### src/rtl/lw_sha256_padder.sv
// SHA-256 message padder: forwards 32-bit message words and appends the 0x80 marker,
// zero fill and 64-bit bit length, emitting whole 512-bit blocks through a single register stage.
module lw_sha256_padder #(
   parameter int LEN_W = 64
) (
   input  logic        clk,
   input  logic        rst_n,
   input  logic [31:0] s_data,
   input  logic        s_valid,
   output logic        s_ready,
   input  logic        s_last,
   input  logic [2:0]  s_nbytes,
   output logic [31:0] m_data,
   output logic        m_valid,
   input  logic        m_ready,
   output logic        m_first,
   output logic        m_block_end,
   output logic        m_msg_end
);

   typedef enum logic [2:0] {MSG, PAD, ZERO, LEN_HI, LEN_LO} state_t;

   state_t           state_reg, state_next;
   logic [3:0]       wcnt_reg;
   logic [3:0]       load_idx;
   logic [LEN_W-1:0] len_reg, len_next;
   logic [63:0]      len64;
   logic             m_valid_reg, m_valid_next;
   logic [31:0]      m_data_reg, m_data_next;
   logic             m_first_reg, m_first_next;
   logic             m_block_end_reg, m_block_end_next;
   logic             m_msg_end_reg, m_msg_end_next;
   logic             load_en, out_xfer;
   logic [2:0]       nb_eff;
   logic [31:0]      last_word;

   assign out_xfer = m_valid_reg && m_ready;
   assign load_en  = !m_valid_reg || m_ready;
   assign s_ready  = (state_reg == MSG) && load_en;

   // Index of the word that a load this cycle would place on m_data.
   assign load_idx = out_xfer ? wcnt_reg + 4'd1 : wcnt_reg;
   assign len64    = 64'(len_reg);
   assign nb_eff   = (s_nbytes > 3'd4) ? 3'd4 : s_nbytes;

   // Short last word: keep the leading valid bytes, place 0x80 right after them.
   generate
      for (genvar gi = 0; gi < 4; gi++) begin : g_last_byte
         assign last_word[31-8*gi -: 8] = (3'(gi) < nb_eff)  ? s_data[31-8*gi -: 8] :
                                          (3'(gi) == nb_eff) ? 8'h80 : 8'h00;
      end
   endgenerate

   always_comb begin
      state_next       = state_reg;
      len_next         = len_reg;
      m_valid_next     = m_valid_reg;
      m_data_next      = m_data_reg;
      m_first_next     = m_first_reg;
      m_block_end_next = m_block_end_reg;
      m_msg_end_next   = m_msg_end_reg;
      if (load_en) begin
         m_valid_next     = 1'b1;
         m_first_next     = (load_idx == 4'd0);
         m_block_end_next = (load_idx == 4'd15);
         m_msg_end_next   = 1'b0;
         case (state_reg)
            MSG: begin
               m_valid_next = s_valid;
               if (!s_valid) begin
                  m_first_next     = 1'b0;
                  m_block_end_next = 1'b0;
               end else if (!s_last || nb_eff == 3'd4) begin
                  m_data_next = s_data;
                  len_next    = len_reg + LEN_W'(32);
                  if (s_last)
                     state_next = PAD;
               end else begin
                  m_data_next = last_word;
                  len_next    = len_reg + LEN_W'({nb_eff, 3'b000});
                  state_next  = (load_idx == 4'd13) ? LEN_HI : ZERO;
               end
            end
            PAD: begin
               m_data_next = 32'h8000_0000;
               state_next  = (load_idx == 4'd13) ? LEN_HI : ZERO;
            end
            ZERO: begin
               m_data_next = 32'h0000_0000;
               state_next  = (load_idx == 4'd13) ? LEN_HI : ZERO;
            end
            LEN_HI: begin
               m_data_next = len64[63:32];
               state_next  = LEN_LO;
            end
            LEN_LO: begin
               m_data_next    = len64[31:0];
               m_msg_end_next = 1'b1;
               len_next       = '0;
               state_next     = MSG;
            end
            default: state_next = MSG;
         endcase
      end
   end

   always_ff @(posedge clk or negedge rst_n) begin
      if (!rst_n) begin
         state_reg       <= MSG;
         wcnt_reg        <= 4'd0;
         len_reg         <= '0;
         m_valid_reg     <= 1'b0;
         m_data_reg      <= 32'h0;
         m_first_reg     <= 1'b0;
         m_block_end_reg <= 1'b0;
         m_msg_end_reg   <= 1'b0;
      end else begin
         state_reg       <= state_next;
         len_reg         <= len_next;
         m_valid_reg     <= m_valid_next;
         m_data_reg      <= m_data_next;
         m_first_reg     <= m_first_next;
         m_block_end_reg <= m_block_end_next;
         m_msg_end_reg   <= m_msg_end_next;
         if (out_xfer)
            wcnt_reg <= wcnt_reg + 4'd1;
      end
   end

   assign m_data      = m_data_reg;
   assign m_valid     = m_valid_reg;
   assign m_first     = m_first_reg;
   assign m_block_end = m_block_end_reg;
   assign m_msg_end   = m_msg_end_reg;

endmodule

### config.mk
export PLATFORM = sky130hd
export DESIGN_NAME = lw_sha256_padder
export DESIGN_NICKNAME = d
export VERILOG_FILES = /design/src/rtl/lw_sha256_padder.sv
export SDC_FILE = /design/constraint.sdc
export NUM_CORES = 1
export LEC_CHECK = 0
export ABC_AREA = 1
export BUFFER_PORTS_ARGS = -buffer_cell sky130_fd_sc_hd__buf_2
export CELL_PAD_IN_SITES_DETAIL_PLACEMENT = 1
export CELL_PAD_IN_SITES_GLOBAL_PLACEMENT = 2
export CORE_MARGIN = 5
export CORE_UTILIZATION = 36
export DETAILED_ROUTE_END_ITERATION = 12
export PLACE_DENSITY = 0.86
export SLEW_MARGIN = 20
export SYNTH_ARGS = -nofsm -noshare
export SYNTH_HDL_FRONTEND = slang
export SYNTH_SLANG_ARGS = --single-unit
export TNS_END_PERCENT = 5
### constraint.sdc
create_clock -name clk -period 4.6 [get_ports clk]
set_input_delay 0.46 -clock clk [delete_from_list [all_inputs] [get_ports clk]]
set_output_delay 0.46 -clock clk [all_outputs]
set_load 0.01 [all_outputs]
==> flow_metrics.env, run 1 <==
export IMPL_outcome="finished clean"
export IMPL_fin_total_pwr_mw=3.53
export IMPL_hold_buffers=0
export IMPL_cts_setup_buffers=0
export IMPL_final_setup_tns_ns=0
export IMPL_p_leak_nw=3.49
export IMPL_skew_ns=0.00782
export IMPL_cpPeakStageDelay_ns=0.48
export IMPL_rrSetupSlack_ns=1.89
export IMPL_grt_ovfl_total=0
export IMPL_finalCritPeriodShare=0.588
export IMPL_grt_pass1_wl_mm=40.0
export IMPL_finalMaxSlewViolations=0
export IMPL_synth_top_family_by_area="simple AND/OR/NAND/NOR gates"
export IMPL_worst_r2r_endpoint="len64[22]$_DFFE_PN0P_"
export IMPL_area_growth_pct=13.3
export IMPL_hold_violations=0
export IMPL_gp_congestion=0.966
export IMPL_grt_use_total=0.235
export IMPL_cts_reportedPaths_clkPinSlew_ns=0.08
export IMPL_clock_latency_ns=0.36
export IMPL_required_ns=4.84
export IMPL_drc=0
export IMPL_p_clk_frac=0.230
export IMPL_io_pins=77
export IMPL_synth_edf_count=0
export IMPL_cts_root_buf="clkbuf_16"
export IMPL_post_synth_fa_ha_maj_area_fraction=0.0124
export IMPL_vias=6869
export IMPL_synth_seq_cells=104
export IMPL_core_um2=18100
export IMPL_maxCapViolations=0
export IMPL_async_flop_share=1.00
export IMPL_p_comb_frac=0.369
export IMPL_hold_ws_ns=0.0889
export IMPL_synth_compound_area_frac=0.145
export IMPL_cp_top_family="simple AND/OR/NAND/NOR gates"
export IMPL_finalWorstSetupSlack_ns=1.89
export IMPL_drt_iter0_markers=438
export IMPL_max_slew_margin=0.309
export IMPL_largest_reg_flops=61
export IMPL_yosysSeqAreaShare=0.390
export IMPL_met1_length_mm=11.8
export IMPL_io_buffer_count=76
export IMPL_wl_per_cell_um=19.7
export IMPL_reg2reg_depth=8
export IMPL_postRouteAntennaNets=0
export IMPL_path_class="register to register"
export IMPL_synth_nets=1022
export IMPL_cts_resized=0
export IMPL_antenna_found_initial=0
export IMPL_syn_inst=976
export IMPL_worst_ep_arrival_time_ns=2.95
export IMPL_wl_met2_mm=11.5
export IMPL_ir_drop_v=0.000187
export IMPL_grt_pass1_vias=7058
export IMPL_placed_area_um2=7270
export IMPL_cp_max_fo=51
export IMPL_postSynthAreaPerCell_um2=6.84
export IMPL_synth_warnings=0
export IMPL_switching_share=0.426
export IMPL_path_cells="nor2_4, inv_2, nor2_2, inv_2, nor2_4, inv_2, o21ai_0, a21oi_1"
export IMPL_worst_slew_pin_slew_ns=1.03
export IMPL_top_layer_used="met4"
export IMPL_cts_buffers=9
export IMPL_cpMostUsedCell="inv_2"
export IMPL_synth_simple_area_share=0.361
export IMPL_setup_viol=0
export IMPL_drive_gt1_frac=0.131
export IMPL_wl_mm=25.1
export IMPL_floorplan_initialDensity=0.369
export IMPL_reg2reg_from="state_reg[1]$_DFFE_PN0P_"
export IMPL_syn_area_um2=6670
export IMPL_min_period_ns=2.71
export IMPL_finalInstanceArea_um2=7560
export IMPL_grt_max_degree=52
export IMPL_cpMaxStageDelayCell="nor2_2"
export IMPL_hold_class="input port to asynchronous set/reset pin"
export IMPL_p_seq_frac=0.402
export IMPL_instances_no_fill=1277
export IMPL_die_h_um=146
export IMPL_grt_setup_unrepaired="false"
export IMPL_synth_xor_area_frac=0.00262
export IMPL_synth_main_ff_cell="dfrtp_1"
export IMPL_fp_row_count=49
export IMPL_cts_tree="yes"
export IMPL_wl_met3_mm=1.33
export IMPL_startpoint_type="register"
export IMPL_via_per_inst=5.38
export IMPL_powerDensity_nw_per_um2=467
export IMPL_clock_sinks=104
export IMPL_crit_buf_inv=3
export IMPL_diodes=0
export IMPL_max_freq_ghz=0.370
export IMPL_dpl_worst_slack_ns=1.76
export IMPL_yosysUniqueCellTypes=39
export IMPL_htreeDepth=3
export IMPL_clock_path_buffers=2
export IMPL_die_area_um2=21400
export IMPL_hpwl_mm=20.1
export IMPL_dr_pass1_iters=5
export IMPL_end_kind="register"
export IMPL_die_w_um=146
export IMPL_place_inst=1261
export IMPL_p_switching_mw=1.50
export IMPL_final_core_util=0.418
export IMPL_intPower_mw=2.02
export IMPL_synthMuxAreaShare=0.00337
export IMPL_fin_nets=1089
routing by layer:
| layer | up-vias | global-route usage |
|---|---|---|
| li1 | 3331 | - |
| met1 | 3333 | 0.330 |
| met2 | 178 | 0.380 |
| met3 | 27 | 0.0322 |
| met4 | 0 | 0.0696 |
| met5 | - | 0 |
power by group through the flow:
stage	Combinational [mW]	Sequential [mW]	Clock (mW)
after floorplan	0.809	1.42	0
after global placement	1.28	1.42	0
after detailed placement	1.31	1.43	0
after CTS	1.32	1.41	0.827
after global routing	1.47	1.45	0.865
final	1.30	1.42	0.810
layout make-up:
type	count	area (um2)
Fill cell	2401	10500
Multi-Input combinational cell	725	3500
Sequential cell	104	2600
Inverter	121	454
Timing Repair Buffer	82	428
Tap cell	229	287
Clock buffer	10	239
Clock inverter	6	56.3
cell families (layout without fill, tap and decap cells):
| group | Yosys count | in the layout |
|---|---|---|
| simple gates | 551 | 551 |
| flops | 104 | 104 |
| buf+inv | 147 | 219 |
| mux | 2 | 2 |
| fa+ha+maj | 6 | 6 |
| compound gates | 164 | 164 |
| xor+xnor | 2 | 2 |
synth_stat cells, drive strengths merged, types with 2 or more instances:
cell    count  area [um2]
a21oi      38         190
a31oi       3        18.8
buf        12        67.6
clkbuf     14        52.6
dfrtp     104        2600
ha          5        62.6
inv       121         454
mux2        2        22.5
nand2     250         948
nand3      55         310
nand3b      2        15.0
nand4      31         194
nor2      178         746
nor3       31         165
o211ai      4        30.0
o21a        6        45.0
o21ai      75         379
o221ai      8        70.1
o22a       17         149
o22ai      12        75.1
xor2        2        17.5
placed cells by master (no fill, tap or decap), types with 3 or more instances in the layout:
cell       netlist  layout
o22a_1          17      17
o21ai_0         66      66
nand2_1        246     246
nand4_1         31      31
nand2_2          4       4
o21ai_1          8       8
buf_2            9      75
ha_1             5       5
buf_4            1       7
nand3_1         51      51
o22ai_1         12      12
inv_2            7       7
nor2_1         161     161
dfrtp_1        104     104
inv_1          114     114
a21oi_1         38      38
clkbuf_16        0       9
o211ai_1         4       4
nor2_4           7       7
nor3_1          29      29
o221ai_1         8       8
a31oi_1          3       3
nor2_2          10      10
o21a_1           6       6
how the worst max path moves through the flow:
| stage | from | cells past startpoint | to | slack (ns) |
|---|---|---|---|---|
| after floorplan | s_nbytes[0] | 15 | len64[45]$_DFFE_PN0P_ | 2.35 |
| after global placement | s_nbytes[2] | 9 | m_data[29]$_DFFE_PN0P_ | 1.77 |
| after detailed placement | s_nbytes[2] | 8 | m_data[23]$_DFFE_PN0P_ | 1.76 |
| after CTS | state_reg[1]$_DFFE_PN0P_ | 8 | len64[22]$_DFFE_PN0P_ | 1.90 |
| after global routing | state_reg[1]$_DFFE_PN0P_ | 8 | len64[8]$_DFFE_PN0P_ | 1.64 |
| final | state_reg[1]$_DFFE_PN0P_ | 8 | len64[22]$_DFFE_PN0P_ | 1.89 |
Power figures use the tool's default switching activity.
==> run 2: changes to the inputs <==
--- a/config.mk
+++ b/config.mk
@@ -10,9 +10,9 @@
 export CELL_PAD_IN_SITES_DETAIL_PLACEMENT = 1
 export CELL_PAD_IN_SITES_GLOBAL_PLACEMENT = 2
 export CORE_MARGIN = 5
-export CORE_UTILIZATION = 36
+export CORE_UTILIZATION = 30
 export DETAILED_ROUTE_END_ITERATION = 12
-export PLACE_DENSITY = 0.86
+export PLACE_DENSITY = 0.76
 export SLEW_MARGIN = 20
 export SYNTH_ARGS = -nofsm -noshare
 export SYNTH_HDL_FRONTEND = slang
==> constraint.sdc (replaced) <==
create_clock -name clk -period 2.32 [get_ports clk]
set_input_delay 0.232 -clock clk [delete_from_list [all_inputs] [get_ports clk]]
set_output_delay 0.232 -clock clk [all_outputs]
set_load 0.01 [all_outputs]
==> run 2 against run 1 <==
  * Clock power up 93%
  * Clock-buffer cell count down 1
  * Worst setup slack worse by 1.7 ns
  * Critical path depth up 4
  * Clock skew up 0.0043 ns
  * Final cell count up 6.8%
  * Worst hold slack better by 0.037 ns
  * Global-route usage down 2.4 points
  * Critical path type unchanged
  * Largest power group unchanged
  * Highest routed layer unchanged
==> flow_metrics.env, run 2 (same netlist as run 1, synthesis figures left out) <==
export IMPL_outcome="finished clean"
export IMPL_required_ns=2.58
export IMPL_crit_end="len64[55]$_DFFE_PN0P_"
export IMPL_startpoint="len64[3]$_DFFE_PN0P_"
export IMPL_cpMaxStageDelayCell="fa_1"
export IMPL_dpl_worst_slack_ns=-0.00236
export IMPL_htreeDepth=3
export IMPL_cp_max_fo=12
export IMPL_grt_pass1_wl_mm=42.7
export IMPL_clock_latency_ns=0.36
export IMPL_hpwl_mm=21.8
export IMPL_wl_mm=27.1
export IMPL_fp_row_count=54
export IMPL_worst_ep_arrival_time_ns=2.40
export IMPL_intPower_mw=4.09
export IMPL_maxCapViolations=0
export IMPL_startpoint_type="register"
export IMPL_drive_gt1_frac=0.161
export IMPL_final_common_cell="nand2_1"
export IMPL_rrSetupSlack_ns=0.18
export IMPL_fin_nets=1125
export IMPL_cpMostUsedCell="inv_1"
export IMPL_die_area_um2=25300
export IMPL_p_seq_frac=0.395
export IMPL_cts_tree="yes"
export IMPL_most_common_layout_cells="nand2_1, nor2_1, inv_1, dfrtp_1, buf_2"
export IMPL_ir_drop_v=0.000309
export IMPL_drt_iter0_markers=426
export IMPL_p_clk_frac=0.219
export IMPL_dr_pass1_iters=5
export IMPL_regArea_um2=2600
export IMPL_cts_buffers=9
export IMPL_core_um2=21900
export IMPL_postRouteAntennaNets=0
export IMPL_io_pins=77
export IMPL_via_per_inst=5.18
export IMPL_clock_sinks=104
export IMPL_n_fill_cell=2831
export IMPL_p_leak_nw=3.68
export IMPL_cts_setup_buffers=0
export IMPL_wl_per_cell_um=19.9
export IMPL_path_class="register to register"
export IMPL_reg2reg_depth=12
export IMPL_die_h_um=159
export IMPL_powerDensity_nw_per_um2=899
export IMPL_grt_max_degree=56
export IMPL_hold_ws_ns=0.126
export IMPL_p_comb_frac=0.387
export IMPL_hold_violations=0
export IMPL_vias=7062
export IMPL_worst_r2r_endpoint="len64[55]$_DFFE_PN0P_"
export IMPL_multiInputGateArea_um2=3510
export IMPL_min_period_ns=2.14
export IMPL_hold_start="s_valid"
export IMPL_antenna_found_initial=0
export IMPL_p_switching_mw=3.06
export IMPL_cts_root_buf="clkbuf_16"
export IMPL_largest_reg_flops=61
export IMPL_max_freq_ghz=0.468
export IMPL_area_growth_pct=19.0
export IMPL_setup_viol=0
export IMPL_cts_reportedPaths_clkPinSlew_ns=0.08
export IMPL_grt_setup_unrepaired="true"
export IMPL_drc=0
export IMPL_max_slew_margin=0.624
export IMPL_skew_ns=0.0121
export IMPL_placed_area_um2=7630
export IMPL_place_inst=1347
export IMPL_path_cells="ha_1, inv_1, fa_1, inv_1, nand3_1, nand3_2, buf_4, nand3_4, nor2_4, nand2_1, o21ai_0, nor2_1"
export IMPL_worst_slew_pin_slew_ns=0.561
export IMPL_instances_no_fill=1364
export IMPL_grt_ovfl_total=0
export IMPL_clock_path_buffers=2
export IMPL_hold_class="input port to register"
export IMPL_finalWorstSetupSlack_ns=0.181
export IMPL_finalMaxSlewViolations=0
export IMPL_cpPeakStageDelay_ns=0.38
export IMPL_gp_congestion=0.908
export IMPL_finalCritPeriodShare=0.922
export IMPL_grt_use_total=0.211
export IMPL_grt_pass1_vias=7325
export IMPL_end_kind="register"
export IMPL_die_w_um=159
export IMPL_diodes=0
export IMPL_io_buffer_count=76
export IMPL_floorplan_initialDensity=0.305
export IMPL_switching_share=0.428
export IMPL_reg2reg_from="len64[3]$_DFFE_PN0P_"
export IMPL_finalInstanceArea_um2=7940
## run 2: power groups by stage
stage | Clock [mW] | Sequential, mW | Combinational, mW
after detailed placement | 0 | 2.85 | 2.77
after global placement | 0 | 2.84 | 2.72
after floorplan | 0 | 2.82 | 1.60
after global routing | 1.68 | 2.88 | 3.09
final | 1.56 | 2.82 | 2.76
after CTS | 1.62 | 2.82 | 2.79
## run 2: critical path: cells and delay by family (launching register included)
family	cells	cell delay, ns
DFF	1	0.36
and+or+nand+nor	6	0.66
buffers and inverters	3	0.29
adders and majority gates	2	0.57
AOI/OAI and AO/OA	1	0.16
## run 2: repair_timing
action                     CTS  global route
hold endpoints to repair    11             0
hold buffers                 1             0
setup endpoints to repair    0             4
resized for setup            0             3
## run 2: worst min path at each step
stage,end,cells after the start
finish,m_valid$_DFFE_PN0N_,3
global route,m_valid$_DFFE_PN0N_,3
CTS,m_valid$_DFFE_PN0N_,3
detailed placement,m_data[3]$_DFFE_PN0P_,1
global placement,wcnt_reg[1]$_DFF_PN0_,1
floorplan,len64[10]$_DFFE_PN0P_,0
## run 2: cell type report
class / count / area share
repair buffers: 118 / 0.0929
clock buffers: 9 / 0.0284
inverters: 121 / 0.0572
clock inverters: 7 / 0.00835
flip-flops and latches: 104 / 0.328
multi-input cells: 725 / 0.441
well taps: 280 / 0.0441
## run 2: per-stage QoR
stage	setup TNS (ns)	utilization	power (mW)
2_1_floorplan	0	-	4.42
3_3_place_gp	0	0.349	5.56
3_5_place_dp	-0.00236	0.349	5.63
4_1_cts	0	0.362	7.23
5_1_grt	-0.0112	0.363	7.65
6_report	0	0.363	7.14
## run 2: per-layer routing
layer,global-route usage,vias to the layer above,wire length (um),part of all wire
met2,0.345,146,12400,0.46
met5,0,-,0,0
met4,0.0512,0,474,0.017
met3,0.0285,26,884,0.033
li1,-,3401,-,-
met1,0.298,3489,13300,0.49
